**src/rtl/seq_serializer.sv**
```systemverilog
// seq_serializer: parallel-to-serial front end; valid/ready word load, each bit held DIV cycles.
// Define SER_LSB_FIRST_EN to send load_data[0] first; default build sends MSB first.
module seq_serializer #(
    parameter int unsigned WIDTH = 8,
    parameter int unsigned DIV   = 4
) (
    input  logic             clk,
    input  logic             clr_n,
    input  logic [WIDTH-1:0] load_data,
    input  logic             load_valid,
    output logic             load_ready,
    output logic             dout,
    output logic             bit_strobe,
    output logic             busy,
    output logic             done
);
    localparam int unsigned BW = $clog2(WIDTH);
    localparam int unsigned DW = (DIV > 1) ? $clog2(DIV) : 1;
    localparam logic [BW-1:0] BitLast = BW'(WIDTH - 1);
    localparam logic [DW-1:0] DivLast = DW'(DIV - 1);

    typedef enum logic [0:0] {StIdle, StShift} state_e;

    state_e           state_q, state_d;
    logic [WIDTH-1:0] shreg_q, shreg_d;
    logic [BW-1:0]    bit_cnt_q, bit_cnt_d;
    logic [DW-1:0]    div_cnt_q, div_cnt_d;
    logic             dout_q, dout_d;
    logic             strobe_q, strobe_d;
    logic             busy_q, busy_d;
    logic             done_q, done_d;

    logic last_div, last_bit, word_end, accept;

    assign last_div   = (div_cnt_q == DivLast);
    assign last_bit   = (bit_cnt_q == BitLast);
    assign word_end   = (state_q == StShift) && last_div && last_bit;
    assign load_ready = (state_q == StIdle) || word_end;
    assign accept     = load_valid && load_ready;

    always_ff @(posedge clk or negedge clr_n) begin
        if (!clr_n) begin
            state_q   <= StIdle;
            shreg_q   <= '0;
            bit_cnt_q <= '0;
            div_cnt_q <= '0;
            dout_q    <= 1'b0;
            strobe_q  <= 1'b0;
            busy_q    <= 1'b0;
            done_q    <= 1'b0;
        end else begin
            state_q   <= state_d;
            shreg_q   <= shreg_d;
            bit_cnt_q <= bit_cnt_d;
            div_cnt_q <= div_cnt_d;
            dout_q    <= dout_d;
            strobe_q  <= strobe_d;
            busy_q    <= busy_d;
            done_q    <= done_d;
        end
    end

    always_comb begin
        state_d = state_q;
        unique case (state_q)
            StIdle:  if (accept) state_d = StShift;
            StShift: if (word_end && !accept) state_d = StIdle;
            default: state_d = StIdle;
        endcase
    end

    always_comb begin
        shreg_d   = shreg_q;
        bit_cnt_d = bit_cnt_q;
        div_cnt_d = div_cnt_q;
        strobe_d  = 1'b0;
        done_d    = word_end;
        if (accept) begin
            // Reload also covers the back-to-back case on the last cycle of a word.
            shreg_d   = load_data;
            bit_cnt_d = '0;
            div_cnt_d = '0;
            strobe_d  = 1'b1;
        end else if (state_q == StShift) begin
            div_cnt_d = last_div ? '0 : div_cnt_q + DW'(1);
            if (last_div && last_bit) begin
                bit_cnt_d = '0;
            end else if (last_div) begin
`ifdef SER_LSB_FIRST_EN
                shreg_d = {1'b0, shreg_q[WIDTH-1:1]};
`else
                shreg_d = {shreg_q[WIDTH-2:0], 1'b0};
`endif
                bit_cnt_d = bit_cnt_q + BW'(1);
                strobe_d  = 1'b1;
            end
        end
        busy_d = (state_d == StShift);
`ifdef SER_LSB_FIRST_EN
        dout_d = busy_d ? shreg_d[0] : 1'b0;
`else
        dout_d = busy_d ? shreg_d[WIDTH-1] : 1'b0;
`endif
    end

    assign dout       = dout_q;
    assign bit_strobe = strobe_q;
    assign busy       = busy_q;
    assign done       = done_q;

endmodule

```
**config.mk**
```make
export PLATFORM = sky130hd
export DESIGN_NAME = seq_serializer
export DESIGN_NICKNAME = d
export VERILOG_FILES = /design/src/rtl/seq_serializer.sv
export SDC_FILE = /design/constraint.sdc
export NUM_CORES = 1
export LEC_CHECK = 0
export CORE_UTILIZATION = 52
export CTS_CLUSTER_DIAMETER = 30
export DETAILED_ROUTE_END_ITERATION = 7
export PLACE_DENSITY = 0.77
export SYNTH_ARGS = -nofsm -noshare
export SYNTH_HDL_FRONTEND = slang
export SYNTH_SLANG_ARGS = --single-unit
```
**constraint.sdc**
```tcl
create_clock -name clk -period 4.3 [get_ports clk]
set_input_delay 0.43 -clock clk [delete_from_list [all_inputs] [get_ports clk]]
set_output_delay 0.43 -clock clk [all_outputs]
set_load 0.01 [all_outputs]
```
==> flow_summary.toml <==
[synth]
synth_edf_count = 0
avgSynthCellArea_um2 = 12.3
yosysTopAreaCell = "dfrtp_1"
syn-instance-count = 66
netlist_area_um2 = 810
ys_seq_area_frac = 0.526
synth-compound-area-share = 0.178
yosysUniqueCellTypes = 22
synthArstFlopShare = 1.00
synth.area.mux_share = 0.0634
synth.area.top_cells = "dfrtp_1 53%, a221o_1 7.4%, ha_1 6.2%, mux2i_1 4.9%, and3_2 4.6%"
syn_nets = 81
synth-simple-area-share = 0.139
synth_common_cells = "17 x dfrtp_1, 7 x nand2_1, 6 x a221o_1, 5 x and3_2, 5 x o21ai_0"
synthAdderAreaFrac = 0.0618
yosysMostFrequentCell = "dfrtp_1"
synth.top_cell.area_share = 0.526
synth_xor_area_frac = 0
synth-main-ff-cell = "dfrtp_1"
ys_seq_elements = 17
synth_top_family_by_area = "compound AO/OA/AOI/OAI gates"
yosys_warnings = 0

[worst_setup_path]
cp_num_buf_inv = 1
crit_path_max_incr_delay_ps = 470
crit_path_end_kind = "primary output"
worst_setup_path_start_kind = "flip-flop"
critical_path.slowest_cell = "clkdlybuf4s50_1"
path_class = "reg2out"
path_cells = "ha_1 > ha_1 > a21bo_4 > clkdlybuf4s50_1"
critical_path_depth = 4
cp-startpoint = "bit_cnt_q[0]"
endpoint = "load_ready"
r2r-end = "shreg_q[6]"
worstRegToRegCells = 6
path_delay_family = "buffers and inverters"
path_max_fanout = 6
crit_top_cell = "ha_1"
cp.arrival_ps = 1840
reg2reg_from = "bit_cnt_q[0]"
regToRegSetupSlack_ps = 2510
worstPathRequired_ps = 3870

[floorplanning]
initial_core_util = 0.592
rows = 13
die_area_mm2 = 0.00172
die_h_um = 41.5
die_w_um = 41.5
pin_count = 16
coreArea_mm2 = 0.00137

[power_and_ir_drop]
power_frac_comb = 0.345
internal-power_w = 0.000346
p_per_area_mw_per_mm2 = 523
cellLeakagePower_nw = 0.480
pwr-share-clk = 0.164
switching_share = 0.323
p_seq_frac = 0.491
power.net_switching_w = 0.000166
vdd_drop_max_uv = 326

[sta]
hold_viol = 0
clock_skew_ps = 2.21
timing.setup.tns_ps = 0
setup_violations = 0
rsz0062_at_grt = "no"
drv_slew = 0
holdWs_ps = 501
period_minus_slack_ps = 2270
tightest_slew_ps = 738
achievable-frequency_mhz = 441
fin_crit_sh = 0.527
max-slew-margin-rel = 0.506

[layout]
antenna_cells = 0
final_layout_size_suffix_gt1_frac = 0.171
fin_cells = 97
fin_area_um2 = 980
nNetsFinal = 98
area_growth_pct = 21.0
fin_util = 0.717

[place]
placed_cell_area_um2 = 952
gp_congestion = 0.717
port-buffer-count = 15
placed_cells = 93
dpl.hpwl_um = 1060

[detailed_routing]
wl_um = 1460
firstDrtPassIters = 3
first_iter_violations = 13
vias = 572
drcViolationCount = 0
ant_nets = 0
avgViaCountPerCell = 5.90
wl_per_cell_um = 15.1

[clock_tree]
cts_tree = "yes"
path_clk_slew_ps = 100
cts_buffers = 3
clock_latency_ps = 290
htreeDepth = 1
clockBufferDepth = 2
post_cts_buffers = 0
cts_hold_buf = 0
clock-root-buffer = "clkbuf_4"
cts_resized = 0
cts.sinks = 17

[job]
maxCapViolCount = 0

[grt]
grt_pass1_wl_um = 2620
grt_overflow_total = 0
grt_usage = 0.199
antenna_found_initial = 0
grt_pass1_vias = 551
grt_max_degree = 18

[min_path]
worst_hold_path_type = "reg2reg"

[run_status]
status = "finished clean"
final cells by class:
class,count,area [um^2]
Fill cell,98,387
Sequential cell,17,425
Clock buffer,3,22.5
Timing Repair Buffer,15,150
Tap cell,15,18.8
Multi-Input combinational cell,46,358
Clock inverter,1,5.00
sequential cells by signal (all words and copies together), names as in the netlist:
register	count
done	1
div_cnt_q	2
bit_strobe	1
shreg_q	8
busy	1
dout	1
bit_cnt_q	3
placed cells by master (no fill, tap or decap):
| cell type | count |
|---|---|
| a21bo_4 | 1 |
| a21oi_1 | 1 |
| a221o_1 | 6 |
| a22o_1 | 1 |
| a22o_2 | 1 |
| and2_4 | 1 |
| and2b_2 | 1 |
| and3_1 | 2 |
| and3_2 | 5 |
| clkbuf_4 | 3 |
| clkdlybuf4s50_1 | 15 |
| clkinv_2 | 1 |
| dfrtp_1 | 17 |
| ha_1 | 4 |
| mux2_2 | 1 |
| mux2i_1 | 4 |
| nand2_1 | 7 |
| nor2_1 | 1 |
| o21a_1 | 1 |
| o21ai_0 | 5 |
| o21ai_1 | 1 |
| o22ai_1 | 1 |
| or2b_1 | 2 |
stage by stage:
step	power (W)	setup slack [ps]
after floorplan	0.000368	2560
after global placement	0.000423	2370
after detailed placement	0.000430	2340
after CTS	0.000515	2020
after global routing	0.000554	1960
final	0.000512	2030
logic make-up after synthesis:
family / Yosys count
fa+ha+maj: 4
mux: 5
flops: 17
simple gates: 19
compound gates: 18
buf+inv: 3
worst reg2reg max path, stage by stage, from the launching register on:
cell and delay (ps):
dfrtp_1 360, ha_1 150, ha_1 220, and2b_2 240, o21a_1 230, and3_2 230, a221o_1 260
power groups by stage:
stage	Clock, W	Sequential, W	Combinational, W
global route	0.0000942	0.000258	0.000201
global placement	0	0.000252	0.000171
CTS	0.0000864	0.000251	0.000178
detailed placement	0	0.000254	0.000176
finish	0.0000841	0.000251	0.000177
floorplan	0	0.000248	0.000120
worst min path at each step:
stage	from	endpoint	slack, ps	cells past startpoint
floorplan	clr_n	bit_cnt_q[0]	130	0
global placement	bit_cnt_q[1]	bit_cnt_q[1]	470	2
detailed placement	bit_cnt_q[1]	bit_cnt_q[1]	480	2
CTS	bit_cnt_q[1]	bit_cnt_q[1]	500	2
global route	shreg_q[1]	shreg_q[1]	520	1
finish	bit_cnt_q[1]	bit_cnt_q[1]	500	2
per-layer routing:
| metal | GRT usage | share of wire |
|---|---|---|
| met5 | 0 | 0 |
| met3 | 0.0391 | 0.025 |
| met4 | 0.0581 | 0.012 |
| met2 | 0.297 | 0.47 |
| met1 | 0.295 | 0.50 |
Note: power is estimated with default switching activity, not from simulation.
